`src/rtl/mouse_packet_decoder.sv`:
```
// mouse_packet_decoder
// Assembles 3-byte PS/2 mouse packets from a byte-strobe receiver interface.
// Each accepted packet moves a clamped screen cursor and raises a one-cycle
// SendInterrupt. Bad or stalled packets are discarded with a one-cycle
// PacketDropped pulse.
//
// Byte handshake: BYTE_READY is a single-cycle strobe with no back-pressure.
// BYTE_IN and BYTE_ERROR are only meaningful in a cycle where BYTE_READY=1.
// Every strobed byte is consumed, except a byte strobed during UPDATE, which
// is ignored.
module mouse_packet_decoder #(
  parameter int X_MAX          = 160,
  parameter int Y_MAX          = 120,
  parameter int TIMEOUT_CYCLES = 100000
) (
  input  logic       CLK,
  input  logic       RESET,
  input  logic       BYTE_READY,
  input  logic [7:0] BYTE_IN,
  input  logic [1:0] BYTE_ERROR,
  output logic [3:0] MouseStatus,
  output logic [7:0] MouseX,
  output logic [7:0] MouseY,
  output logic       SendInterrupt,
  output logic       PacketDropped,
  output logic [1:0] fsm_state
);

  typedef enum logic [1:0] {
    WAIT_B0 = 2'd0,
    WAIT_DX = 2'd1,
    WAIT_DY = 2'd2,
    UPDATE  = 2'd3
  } state_t;

  // Byte0 fields that matter. Bit 3 is always 1 in an accepted byte0, so it
  // is not stored.
  typedef struct packed {
    logic       y_ovf;   // byte0[7]
    logic       x_ovf;   // byte0[6]
    logic       y_sign;  // byte0[5]
    logic       x_sign;  // byte0[4]
    logic [2:0] btn;     // byte0[2:0] = {M, R, L}
  } hdr_t;

  localparam int CNT_W = $clog2(TIMEOUT_CYCLES + 1);
  localparam logic [CNT_W-1:0]  TIMEOUT_LIM = CNT_W'(TIMEOUT_CYCLES);
  localparam logic signed [10:0] X_TOP      = 11'(X_MAX - 1);
  localparam logic signed [10:0] Y_TOP      = 11'(Y_MAX - 1);
  localparam logic [7:0]        X_HOME      = 8'(X_MAX / 2);
  localparam logic [7:0]        Y_HOME      = 8'(Y_MAX / 2);

  state_t           state_q, state_d;
  logic [CNT_W-1:0] cnt_q, cnt_d;
  hdr_t             hdr_q, hdr_d;
  logic [7:0]       dx_q, dx_d;
  logic [7:0]       dy_q, dy_d;
  logic             drop_d;
  logic             byte_ok;

  logic signed [8:0]  dx_s, dy_s;
  logic signed [10:0] x_sum, y_sum;
  logic [7:0]         x_new, y_new;

  assign byte_ok   = (BYTE_ERROR == 2'b00);
  assign fsm_state = state_q;

  // State, timeout counter and packet byte registers
  always_ff @(posedge CLK or posedge RESET) begin
    if (RESET) begin
      state_q <= WAIT_B0;
      cnt_q   <= '0;
      hdr_q   <= '0;
      dx_q    <= '0;
      dy_q    <= '0;
    end else begin
      state_q <= state_d;
      cnt_q   <= cnt_d;
      hdr_q   <= hdr_d;
      dx_q    <= dx_d;
      dy_q    <= dy_d;
    end
  end

  // Next-state, byte capture, timeout and drop decision
  always_comb begin
    state_d = state_q;
    cnt_d   = cnt_q;
    hdr_d   = hdr_q;
    dx_d    = dx_q;
    dy_d    = dy_q;
    drop_d  = 1'b0;
    case (state_q)
      WAIT_B0: begin
        cnt_d = '0;
        if (BYTE_READY) begin
          if (byte_ok && BYTE_IN[3]) begin
            hdr_d   = '{y_ovf: BYTE_IN[7], x_ovf: BYTE_IN[6],
                        y_sign: BYTE_IN[5], x_sign: BYTE_IN[4],
                        btn: BYTE_IN[2:0]};
            state_d = WAIT_DX;
          end else begin
            drop_d = 1'b1;
          end
        end
      end
      WAIT_DX: begin
        if (BYTE_READY) begin
          // A byte arriving on the timeout cycle still wins.
          cnt_d = '0;
          if (byte_ok) begin
            dx_d    = BYTE_IN;
            state_d = WAIT_DY;
          end else begin
            drop_d  = 1'b1;
            state_d = WAIT_B0;
          end
        end else if (cnt_q == TIMEOUT_LIM) begin
          cnt_d   = '0;
          drop_d  = 1'b1;
          state_d = WAIT_B0;
        end else begin
          cnt_d = cnt_q + 1'b1;
        end
      end
      WAIT_DY: begin
        if (BYTE_READY) begin
          cnt_d = '0;
          if (byte_ok) begin
            dy_d    = BYTE_IN;
            state_d = UPDATE;
          end else begin
            drop_d  = 1'b1;
            state_d = WAIT_B0;
          end
        end else if (cnt_q == TIMEOUT_LIM) begin
          cnt_d   = '0;
          drop_d  = 1'b1;
          state_d = WAIT_B0;
        end else begin
          cnt_d = cnt_q + 1'b1;
        end
      end
      UPDATE: begin
        // Single cycle; any strobe here is ignored.
        cnt_d   = '0;
        state_d = WAIT_B0;
      end
      default: begin
        state_d = WAIT_B0;
        cnt_d   = '0;
      end
    endcase
  end

  // Signed movement with overflow saturation, then clamp to the screen
  always_comb begin
    if (hdr_q.x_ovf) dx_s = hdr_q.x_sign ? 9'sh100 : 9'sh0FF;
    else             dx_s = $signed({hdr_q.x_sign, dx_q});
    if (hdr_q.y_ovf) dy_s = hdr_q.y_sign ? 9'sh100 : 9'sh0FF;
    else             dy_s = $signed({hdr_q.y_sign, dy_q});

    // PS/2 positive dy is up; screen row 0 is the top, so Y subtracts.
    x_sum = $signed({3'b000, MouseX}) + $signed({{2{dx_s[8]}}, dx_s});
    y_sum = $signed({3'b000, MouseY}) - $signed({{2{dy_s[8]}}, dy_s});

    if (x_sum < 11'sd0)      x_new = 8'd0;
    else if (x_sum > X_TOP)  x_new = X_TOP[7:0];
    else                     x_new = x_sum[7:0];

    if (y_sum < 11'sd0)      y_new = 8'd0;
    else if (y_sum > Y_TOP)  y_new = Y_TOP[7:0];
    else                     y_new = y_sum[7:0];
  end

  // Registered outputs: commit on the edge leaving UPDATE, pulses for one cycle
  always_ff @(posedge CLK or posedge RESET) begin
    if (RESET) begin
      MouseX        <= X_HOME;
      MouseY        <= Y_HOME;
      MouseStatus   <= 4'h0;
      SendInterrupt <= 1'b0;
      PacketDropped <= 1'b0;
    end else begin
      SendInterrupt <= (state_q == UPDATE);
      PacketDropped <= drop_d;
      if (state_q == UPDATE) begin
        MouseX      <= x_new;
        MouseY      <= y_new;
        MouseStatus <= {hdr_q.x_ovf | hdr_q.y_ovf, hdr_q.btn};
      end
    end
  end

endmodule
```
`config.mk`:
```
export PLATFORM = sky130hd
export DESIGN_NAME = mouse_packet_decoder
export DESIGN_NICKNAME = d
export VERILOG_FILES = /design/src/rtl/mouse_packet_decoder.sv
export SDC_FILE = /design/constraint.sdc
export NUM_CORES = 1
export LEC_CHECK = 0
export CORE_MARGIN = 2
export CORE_UTILIZATION = 50
export CTS_CLUSTER_DIAMETER = 80
export DETAILED_ROUTE_END_ITERATION = 6
export PLACE_DENSITY = 0.78
export SLEW_MARGIN = 20
export SYNTH_ARGS = -nofsm -noshare
export SYNTH_HDL_FRONTEND = slang
export SYNTH_SLANG_ARGS = --single-unit
```
`constraint.sdc`:
```
create_clock -name CLK -period 6.6 [get_ports CLK]
set_clock_uncertainty 0.15 [all_clocks]
set_input_delay 0.99 -clock CLK [delete_from_list [all_inputs] [get_ports CLK]]
set_output_delay 0.99 -clock CLK [all_outputs]
set_load 0.05 [all_outputs]
```
==> impl.org, run 1 <==
** Clock network
- In this run the deepest clock path goes through 2 buffers.
- TritonCTS built the clock tree.
- In this run the clock root is driven by a sky130_fd_sc_hd__clkbuf_8.
- Total of hold buffers inserted after clock tree synthesis :: 0
- H-tree Lvls :: 3
- Post-CTS setup buffer count :: 0
- The clock reaches the later pin of the worst-skew pair after 0.35 ns.
- Number of sinks driven by the clock tree :: 64
- Clock Pin Slew Worst Setup and Hold Paths :: 0.08 ns
- Once the clock tree was built, the resizer swapped 0 gates to a different size.
- Num CTS Buffers :: 9

** Logic synthesis
- Each instance of the synthesized netlist takes up on average 9.78 um2.
- The most used flip-flop cell after synthesis is sky130_fd_sc_hd__dfrtp_1.
- Share of synthesized area spent on multiplexers :: 0.0490
- For this run, asynchronously set or reset flops after synthesis account for 1.00.
- The Yosys step of the flow raised 0 warnings.
- Of the total synthesized cell area, the portion taken by full adders, half adders and majority gates is 0.0891.
- Seq/Total Area, Yosys :: 0.438
- Main area contributors after synthesis :: sky130_fd_sc_hd__dfrtp_1, sky130_fd_sc_hd__ha_1, sky130_fd_sc_hd__mux2_2
- Mapped Area :: 3680 um2
- The area fraction in compound gates after synthesis is 0.154.
- Fraction of post-synthesis cell area in the top cell type by area :: 0.395
- Synthesis produced a netlist whose cell count is 376.
- #FFs+latches synth :: 64
- By area, the combinational part of the netlist is dominated by simple AND/OR/NAND/NOR gates.
- Counting every net in the synthesized netlist gives 414.
- Yosys mapped a number of flops with a built-in enable equal to 0.
- Cell type with the largest total area after synthesis :: sky130_fd_sc_hd__dfrtp_1
- Yosys cell types :: 54
- Of the total synthesized cell area, the portion taken by XOR and XNOR cells is 0.0619.
- Of the total synthesized cell area, the portion taken by AND, OR, NAND and NOR gates is 0.169.

** Floorplanning
- Number of core rows :: 31
- In this run the horizontal extent of the chip is 89.8 um.
- Die height :: 89.8 um
- Area of the die :: 8060 um2
- Effective utilization at floorplan :: 0.512
- The floorplan step defined a core boundary enclosing 7180 um2.
- Count of boundary I/O pins :: 37

** Pwr
- The internal portion of the total power is 1.03 mW.
- The worst-case IR drop observed on VDD is 0.000165 V.
- Ratio of total power to cell area :: 395 nW/um2
- Relative contribution of combinational cells to total power :: 0.462
- Of the total power, the clock network draws 0.231.
- For this design the total switching power over the nets is 700 uW.
- Of the total power, the share spent switching nets is 0.404.
- Of the total power, registers draw 0.307.
- The analysis attributes to cell leakage a power of 1.94 nW.

** STA
- Finish-stage setup viols :: 0
- Adding up every negative setup slack in the final design gives 0 ns.
- In this run the tightest slew margin relative to its limit is 0.462.
- Hold timing on the final database bottoms out at a slack of 0.327 ns.
- RSZ-0062 raised after global routing :: no
- Pins Over Slew Limit :: 0
- Transition at the pin with the smallest max-transition slack :: 0.807 ns
- Fraction of the cycle the final worst path needs :: 0.457
- Min setup slack post-route :: 3.58 ns
- The clock period could shrink to 3.02 ns.
- Maximum frequency from static timing analysis :: 331 MHz
- The hold violation total from the final report came to 0.

** Finish
- Most common cell after layout, fill and taps aside :: sky130_fd_sc_hd__dfrtp_1
- Inserted Diodes :: 0
- In the final layout, the share of cells above drive strength 1 is 0.121.
- Relative to the synthesized area, the layout overhead comes to 19.1%.
- At the end of the flow, the number of nets in the layout was 454.
- The layout has 613 filler cells.
- Summing all multi-input logic gate instances after layout gives 1920 um2.
- Registers take 1610 um2.
- Commonest cells after routing, fill and taps aside :: sky130_fd_sc_hd__dfrtp_1, sky130_fd_sc_hd__nor2_1, sky130_fd_sc_hd__clkdlybuf4s50_1, sky130_fd_sc_hd__inv_1, sky130_fd_sc_hd__o21ai_0
- Share of the core filled with cells :: 0.610

** Global routing
- Vias in the first global route :: 2845
- Maximum number of pins on one net before global-route repair :: 65
- Wire length of the first global-routing pass :: 13100 um
- The number of antenna violations at the first check in global routing was 0.
- For this run, the total global-route usage over all layers was measured as 0.203.
- Summed over all layers, the global routing overflow is 0.

** Hold path
- Along the worst hold path, the cell count comes to 1.
- The worst hold path terminates at cnt_q[0].
- The path class of the tightest hold or removal check is flip-flop to flip-flop.
- In this run the most critical hold path is launched from cnt_q[0].

** Status
- The run finished with clean final reports.

** Drt
- Number of DRC violations after detailed-routing iteration 0 :: 140
- In the routed layout, each cell is associated on average with a via count of 5.47.
- Routed vias :: 2846
- Remaining routing DRC violations :: 0
- Post-detailed-routing wire length :: 7870 um
- Number of nets with antenna violations after routing :: 0
- After detailed routing, the average wire length per cell comes to 15.1 um.
- Length of the first detailed-routing pass in iterations :: 4

** Critical path
- Sequence of cells on the critical path :: inv_1 > nor2_1 > a21oi_1 > ha_1 > nand2_1 > a211oi_1 > nor4_1 > a221oi_1 > nor4_4 > a311oi_1
- On the worst path, the slowest cell contributes a delay of 0.42 ns.
- In this design, the largest share of critical-path delay is due to compound AO/OA/AOI/OAI gates.
- Critical path required time :: 6.69 ns
- Sort of element at the start of the critical path :: flip-flop
- For flop-to-flop paths, the worst setup slack is 3.58 ns.
- Largest driver fanout on the critical path :: 7
- The worst setup path is captured at a flip-flop.
- Launching instance or port of the critical path :: hdr_q[6]
- Crit path buf inv count :: 1
- In this run the critical register-to-register path is captured at MouseY[0].
- Data arrives at the worst endpoint at 3.11 ns.
- Start-to-end type of the worst setup path :: flip-flop to flip-flop
- Worst reg2reg path depth :: 10
- The slowest stage of the critical path belongs to the cell sky130_fd_sc_hd__dfrtp_1.
- In this run the critical register-to-register path is launched from hdr_q[6].

** Placed design
- Number of I/O port buffers :: 36
- Minimum setup slack after placement :: 3.53 ns
- Routability-driven placement finished with a final weighted congestion of 0.876.
- DP Wirelength :: 5670 um

** Job
- Max-cap violations in this run came to 0.
synth_stat cells, types with 6 or more instances:
cell and instances:
sky130_fd_sc_hd__nor2_1 46, sky130_fd_sc_hd__and3_1 7, sky130_fd_sc_hd__xor2_1 15, sky130_fd_sc_hd__o21ai_0 26, sky130_fd_sc_hd__mux2_2 16, sky130_fd_sc_hd__clkbuf_1 8, sky130_fd_sc_hd__inv_1 30, sky130_fd_sc_hd__dfstp_2 6
sky130_fd_sc_hd__nand3_1 13, sky130_fd_sc_hd__ha_1 23, sky130_fd_sc_hd__nor2b_1 6, sky130_fd_sc_hd__nand2_1 22, sky130_fd_sc_hd__dfrtp_1 58, sky130_fd_sc_hd__a21oi_1 20, sky130_fd_sc_hd__xnor2_1 11
power groups by stage:
stage / registers [mW] / clock network [mW] / logic (mW)
global route: 0.543 / 0.424 / 0.875
CTS: 0.532 / 0.407 / 0.796
finish: 0.531 / 0.399 / 0.800
detailed placement: 0.538 / 0 / 0.788
floorplan: 0.613 / 0 / 0.523
global placement: 0.534 / 0 / 0.770
per-layer routing:
metal  part of all wire  vias to the layer above  global-route usage  wire, um
met5                  0                        -                   0         0
met4              0.022                        0               0.100       176
met3              0.033                       15              0.0377       256
met2               0.48                       64               0.330      3820
met1               0.46                     1365               0.264      3620
li1                   -                     1402                   -         -
through the flow:
step | std cells | instance area [um2] | power [mW]
global placement | 504 | 4140 | 1.30
finish | 520 | 4380 | 1.73
global route | 520 | 4380 | 1.84
floorplan | 376 | 3680 | 1.14
CTS | 520 | 4380 | 1.74
detailed placement | 504 | 4140 | 1.33
state kept, by name (all words and copies together) (netlist names):
name	count
SendInterrupt	1
MouseX	8
hdr_q	7
dx_q	8
cnt_q	17
MouseStatus	4
MouseY	8
PacketDropped	1
dy_q	8
fsm_state	2
cell families (layout without fill, tap and decap cells):
logic type	Yosys count	in the layout
AOI/OAI and AO/OA	85	85
DFF	64	64
buffers and inverters	39	84
xor gates and xnor gates	26	26
muxes	16	16
adders and majority gates	25	25
and+or+nand+nor	121	121
worst max-delay path by stage:
stage                endpoint  slack [ns]  cells past startpoint
finish              MouseY[0]        3.58                     10
global route        MouseY[0]        3.33                     10
CTS                 MouseY[0]        3.62                     10
detailed placement    dx_q[5]        3.53                      4
global placement      dx_q[3]        3.61                      4
floorplan           MouseY[0]        3.80                      9
layout make-up:
class                   count  area share
clock buffers              11      0.0346
clock inverters             5      0.0197
inverters                  30      0.0257
multi-input cells         273       0.439
flip-flops and latches     64       0.367
well taps                  99      0.0283
repair buffers             38      0.0857
Power figures use the tool's default switching activity.
==> run 2: changes to the inputs <==
clock period = 2.9 ns   (was 6.6 ns; I/O delays follow)
==> run 2 against run 1 <==
Clock power up 99%. Cell count up 3.3%. Sequential share of layout area down 1.2 points. Largest cell class unchanged.
==> impl.org, run 2 (synthesis results as in run 1) <==
** STA
- Setup total negative slack on the finished layout was measured at 0 ns.
- Maximum frequency from static timing analysis :: 358 MHz
- Fin. Hold Viols :: 0
- At the pin with the least slew margin, the transition time is 0.593 ns.
- Fraction of the cycle the final worst path needs :: 0.963
- Pins Over Slew Limit :: 0
- Finish-stage setup viols :: 0
- Min cycle time layout :: 2.79 ns
- The worst pin sits at a relative slew slack of 0.604.
- Min setup slack post-route :: 0.107 ns

** Clock network
- Number of sinks driven by the clock tree :: 64
- The tree is rooted in a sky130_fd_sc_hd__clkbuf_8.
- Clock tree from TritonCTS :: built
- Max clock buf depth :: 2
- Clock Pin Slew Worst Setup and Hold Paths :: 0.08 ns
- Clock latency on the worst-skew pair, taken at its later pin, is 0.35 ns.
- Num CTS Buffers :: 9
- H-tree Lvls :: 3

** Floorplanning
- Number of core rows :: 31
- Horizontal die dimension :: 89.8 um
- Count of boundary I/O pins :: 37
- The die covers 8060 um2.
- The floorplan step defined a core boundary enclosing 7180 um2.
- The floorplan step set the die height to 89.8 um.
- The initial utilization of the core area, before any placement, comes to 0.512.

** Finish
- The final layout contains 471 nets.
- Non-Filler Instances :: 537
- In the final layout, the multi-input gates occupy 1970 um2.
- At the end of the flow the core is filled with cells to 0.632.
- Fill cells in the final layout number 570.
- From synthesis to final layout, the design area changed by 23.3%.
- The number of antenna diodes in the final layout is 0.
- The register with the most flip-flops in the layout has 17 of them.
- Most common cell after layout, fill and taps aside :: sky130_fd_sc_hd__dfrtp_1
- Of the cells placed in the final design, the portion with a size suffix greater than 1 is 0.185.
- Counting flops per register, the top entry is cnt_q.
- Register Area :: 1610 um2
- Commonest cells after routing, fill and taps aside :: sky130_fd_sc_hd__dfrtp_1, sky130_fd_sc_hd__nor2_1, sky130_fd_sc_hd__clkdlybuf4s50_1, sky130_fd_sc_hd__inv_1, sky130_fd_sc_hd__o21ai_0

** Drt
- Remaining routing DRC violations :: 0
- The routed design has 8070 um of wire.
- For this block, the initial DRC count from the detailed router was 138.
- After detailed routing, the average wire length per cell comes to 15.0 um.
- The detail route stage leaves a number of antenna-violating nets equal to 0.
- Routed vias :: 2980
- After detailed routing, the number of vias per cell comes to 5.55.
- The first TritonRoute pass finished after 4 iterations.

** Critical path
- Setup slack on the worst reg-to-reg path comes out at 0.11 ns.
- Endpoint of the worst register-to-register path :: MouseX[4]
- In this run the critical register-to-register path is launched from hdr_q[3].
- Data arrives at the worst endpoint at 2.94 ns.
- The worst setup path is captured at a flip-flop.
- Sort of element at the start of the critical path :: flip-flop
- Of all nets on the critical path, the largest fanout is 5.
- The critical path is of the flip-flop to flip-flop type.
- Counting cells, the worst reg-to-reg path comes to 11.
- Critical path required time :: 3.05 ns

** Pwr
- In this run the power density over the cells is 893 nW/um2.
- Peak ir drop on the vdd network :: 0.000416 V
- Leakage Power :: 2.00 nW
- Power, Total :: 4.05 mW

** Global routing
- GRT Util Overall :: 0.203
- The number of global-route vias before repair came to 2852.
- Wire length of the first global-routing pass :: 13100 um
- Number of antenna violations at the first check in global routing :: 0
- Overflow left after global routing :: 0
- Maximum number of pins on one net before global-route repair :: 30

** Placed design
- Number of I/O port buffers :: 36
- At the placement stage, the worst setup path has a slack of 0.00253 ns.
- Final estimated routing congestion in global placement :: 0.882
- Placed cell count :: 515
- DP Wirelength :: 5830 um

** Hold path
- The min-delay analysis places its worst path in the category input pin to asynchronous set/reset pin.

** Status
- The flow ran to the end, and the final reports show no timing, DRC or antenna violations.

** Job
- Max-cap violations :: 0
-- run 2: worst max-delay path by stage --
stage,startpoint,to,slack (ns),depth (start not counted)
5_1_grt,hdr_q[3],MouseX[3],-0.01,11
6_report,hdr_q[3],MouseX[4],0.11,11
2_1_floorplan,MouseY[0],MouseY[0],0.10,9
4_1_cts,hdr_q[6],MouseY[0],0.02,13
3_3_place_gp,hdr_q[3],MouseX[0],0.11,10
3_5_place_dp,hdr_q[6],MouseY[2],0.003,13
-- run 2: through the flow --
step	area (um2)	hold WS, ns
floorplan	3680	0.297
global placement	4230	0.314
detailed placement	4230	0.323
CTS	4430	0.334
global route	4530	0.356
finish	4530	0.320
-- run 2: metal layers --
metal | global-route usage | wire [um]
met4 | 0.0833 | 166
met1 | 0.269 | 3580
met2 | 0.323 | 3920
met5 | 0 | 0
met3 | 0.0478 | 400
-- run 2: final cells by class --
class	count	area share
Inverter	30	0.0248
Clock buffer	10	0.0304
Clock inverter	6	0.0149
Tap cell	99	0.0273
Sequential cell	64	0.355
Multi-Input combinational cell	273	0.433
Timing Repair Buffer	55	0.114
-- run 2: critical path, cell delays in order, from the launching register on --
cell and delay, ns:
sky130_fd_sc_hd__dfrtp_1 0.37, sky130_fd_sc_hd__nand2b_1 0.16, sky130_fd_sc_hd__o21ai_1 0.09, sky130_fd_sc_hd__ha_1 0.20, sky130_fd_sc_hd__inv_1 0.09, sky130_fd_sc_hd__fa_2 0.24
sky130_fd_sc_hd__nor2b_4 0.05, sky130_fd_sc_hd__o2111a_1 0.25, sky130_fd_sc_hd__or4b_4 0.53, sky130_fd_sc_hd__and4_1 0.22, sky130_fd_sc_hd__a21bo_4 0.20, sky130_fd_sc_hd__o221a_2 0.19
-- run 2: report_power, final --
group	internal, mW	switching (mW)	total, mW
sequential	1.08	0.115	1.20
combinational	0.892	1.17	2.06
clock	0.423	0.372	0.795
-- run 2: what timing repair did --
item,CTS,global route
setup buffers,0,6
resized for setup,0,17
hold buffers,0,0
setup endpoints to repair,0,15
==> run 3: changes to the inputs <==
CORE_UTILIZATION = 55   (was 50)
PLACE_DENSITY = 0.84   (was 0.78)
==> run 3 against run 2 <==
The run now ends with design-rule violations left. Register-to-register slack got worse by 0.04 ns. Final area is 0.11% higher. Clock power increased by 9.6%. Combinational power rose by 2%. Maximum frequency down 1.5%. Sequential share of layout area decreased by 0.067 points. Sequential power is essentially flat. Die area is 8.7% lower. Flip-flop and latch count unchanged. Hold slack better by 0.013 ns. Critical path depth fell by 1.
==> impl.org, run 3 (synthesis results as in run 1) <==
** Global routing
- Entering global routing, the biggest net connects 34 pins.
- Wire length of the first global-routing pass :: 13300 um
- The number of global-route vias before repair is 2842.
- Across every metal layer, demand over resource in global routing totals 0.230.
- The number of antenna violations at the first check in global routing is 0.
- Summed over all layers, the global routing overflow is 0.

** Pwr
- For this design the total switching power over the nets is 1.70 mW.
- Peak ir drop on the vdd network :: 0.000517 V
- Relative contribution of combinational cells to total power :: 0.503
- Ratio of total power to cell area :: 921 nW/um2
- Power, Total :: 4.18 mW
- Switching share of power :: 0.407
- Leakage Power :: 2.03 nW
- The share of total power dissipated in the clock network is 0.209.
- Internal :: 2.48 mW
- Flop pwr share :: 0.289

** Finish
- Area grow syn2layout :: 23.4%
- The finished layout holds 515 standard cells, fillers aside.
- At the end of the flow, the number of nets in the layout was 471.
- Final-layout fill cell count :: 452
- Share of the core filled with cells :: 0.707
- 0 antenna diodes ended up in the layout.
- The library cells used most frequently in the layout, excluding fill and tap cells, are sky130_fd_sc_hd__dfrtp_1, sky130_fd_sc_hd__nor2_1, sky130_fd_sc_hd__clkdlybuf4s50_1, sky130_fd_sc_hd__inv_1, sky130_fd_sc_hd__o21ai_0.
- Of the cells placed in the final design, the portion with a size suffix greater than 1 is 0.194.
- Most common cell after layout, fill and taps aside :: sky130_fd_sc_hd__dfrtp_1
- Largest Register :: cnt_q
- The register with the most flip-flops in the layout has 17 of them.
- The finished cells cover 4540 um2.

** Critical path
- The signal on the critical path passes through nand2b_1 > o21ai_0 > ha_1 > fa_2 > nand2b_4 > o221ai_1 > a21oi_1 > xnor2_1 > or3_4 > a311oi_1.
- The worst register-to-register path has a setup slack of 0.06 ns.
- Largest driver fanout on the critical path :: 6
- Critical path required time :: 2.99 ns
- Data on the critical path arrives at its endpoint at 2.93 ns.
- Nature of the critical path endpoint :: flip-flop
- The startpoint identified for the worst register-to-register timing path is hdr_q[6].
- The cell family contributing the most delay on the critical path is simple AND/OR/NAND/NOR gates.
- Max stage delay on crit path :: 0.46 ns
- The worst setup path is launched from a flip-flop.
- Start-to-end type of the worst setup path :: flip-flop to flip-flop
- The largest individual stage delay along the critical path comes from the cell sky130_fd_sc_hd__dfrtp_2.
- Together, buffers and inverters on the worst path number 0.
- Launching instance or port of the critical path :: hdr_q[6]

** Hold path
- In this run the most critical hold path is launched from cnt_q[0].
- The tightest min-delay check is of the flip-flop to flip-flop type.

** Clock network
- Max clock buf depth :: 2
- Number of sinks driven by the clock tree :: 64
- Clock tree from TritonCTS :: built
- Clock tree synthesis selected as its root buffer the cell sky130_fd_sc_hd__clkbuf_8.
- Num CTS Buffers :: 9
- Clock-pin slew was measured on the worst setup and hold paths at 0.08 ns.
- H-tree Lvls :: 3
- For the worst-skew pair, the clock arrives at the later sink with an insertion delay of 0.35 ns.
- Total of hold buffers inserted after clock tree synthesis :: 0

** Drt
- Average vias per placed instance :: 5.80
- Number of nets with antenna violations after routing :: 0
- Length of the first detailed-routing pass in iterations :: 7
- After the first detailed-routing iteration, the DRC count stood at 212.
- Post-detailed-routing wire length :: 8340 um
- Summing over every cut layer, the via total after detailed routing is 2988.
- Remaining routing DRC violations :: 2
- Per-cell routed wire length :: 16.2 um

** STA
- Min setup slack post-route :: 0.0635 ns
- Final setup TNS :: 0 ns
- Min cycle time layout :: 2.84 ns
- Fin. Hold Viols :: 0
- At the pin with the least slew margin, the transition time is 0.667 ns.
- Setup repair after global routing could not meet its margin everywhere.
- Finish-stage setup viols :: 0
- Headroom to the max-slew limit came out at 0.555.
- Static timing analysis puts the maximum clock frequency at 353 MHz.
- The max-slew violation count was 0.
- Dividing the final minimum period by the clock period gives 0.978.
- Hold timing on the final database bottoms out at a slack of 0.333 ns.

** Floorplanning
- 37 I/O pins were placed.
- Core Region :: 6420 um2
- In this run the horizontal extent of the chip is 85.8 um.
- The die covers 7360 um2.
- In this run the vertical extent of the chip is 85.8 um.
- Number of core rows :: 29
- The initial utilization of the core area, before any placement, comes to 0.573.

** Job
- Max-cap violations :: 0

** Status
- The run finished, with violations left.
- The final reports fail on design-rule violations.

** Placed design
- Summed over all nets, the half-perimeter wirelength after detailed placement is 5950 um.
- At the end of routability-driven placement, the weighted congestion stood at 0.869.
- Minimum setup slack after placement :: 0.0455 ns
- Buffers placed on the I/O ports in this run total 36.
- Including well taps, the total number of placed cells is 493.
- Placed Instance Area :: 4200 um2
==> run 3: cell count changes in the layout (fill, tap and decap cells not counted), moves of 2 or more <==
cell	previous run	this run
sky130_fd_sc_hd__a21oi_2	1	3
sky130_fd_sc_hd__nand2b_1	5	3
sky130_fd_sc_hd__a21oi_1	19	17
sky130_fd_sc_hd__nand2b_4	0	2
==> run 3: what timing repair did <==
item | in CTS | in global routing
endpoints found under the setup margin | 1 | 12
pin swaps | 0 | 5
resized for setup | 1 | 19
setup buffers | 0 | 6
hold endpoints to repair | 0 | 0
gates cloned | 0 | 0
==> run 3: metal layers <==
layer,GRT usage,vias up,share of wire
met5,0,-,0
met4,0.105,0,0.022
met3,0.0337,14,0.040
met2,0.370,84,0.48
met1,0.309,1459,0.46
li1,-,1431,-
==> run 3: layout make-up <==
type	count	area, um2	area share
flip-flops and latches	64	1610	0.355
inverters	30	113	0.0248
clock inverters	7	103	0.0226
clock buffers	9	124	0.0273
well taps	77	96.3	0.0212
multi-input cells	273	1990	0.439
repair buffers	55	503	0.111
==> run 3: power by group through the flow <==
stage | clock, mW | combinational (mW) | sequential, mW
2_1_floorplan | 0 | 1.19 | 1.39
3_3_place_gp | 0 | 1.83 | 1.20
3_5_place_dp | 0 | 1.89 | 1.21
4_1_cts | 0.877 | 1.92 | 1.20
5_1_grt | 0.913 | 2.30 | 1.23
6_report | 0.871 | 2.10 | 1.21
==> run 3: path summary, 6_finish.rpt <==
path / depth (start not counted) / to
setup reg to reg: 10 / MouseY[0]
hold / removal: 1 / cnt_q[0]
setup / recovery: 10 / MouseY[0]
min in group asynchronous: 2 / dy_q[3]
max in group asynchronous: 3 / MouseY[5]
hold reg to reg: 1 / cnt_q[0]
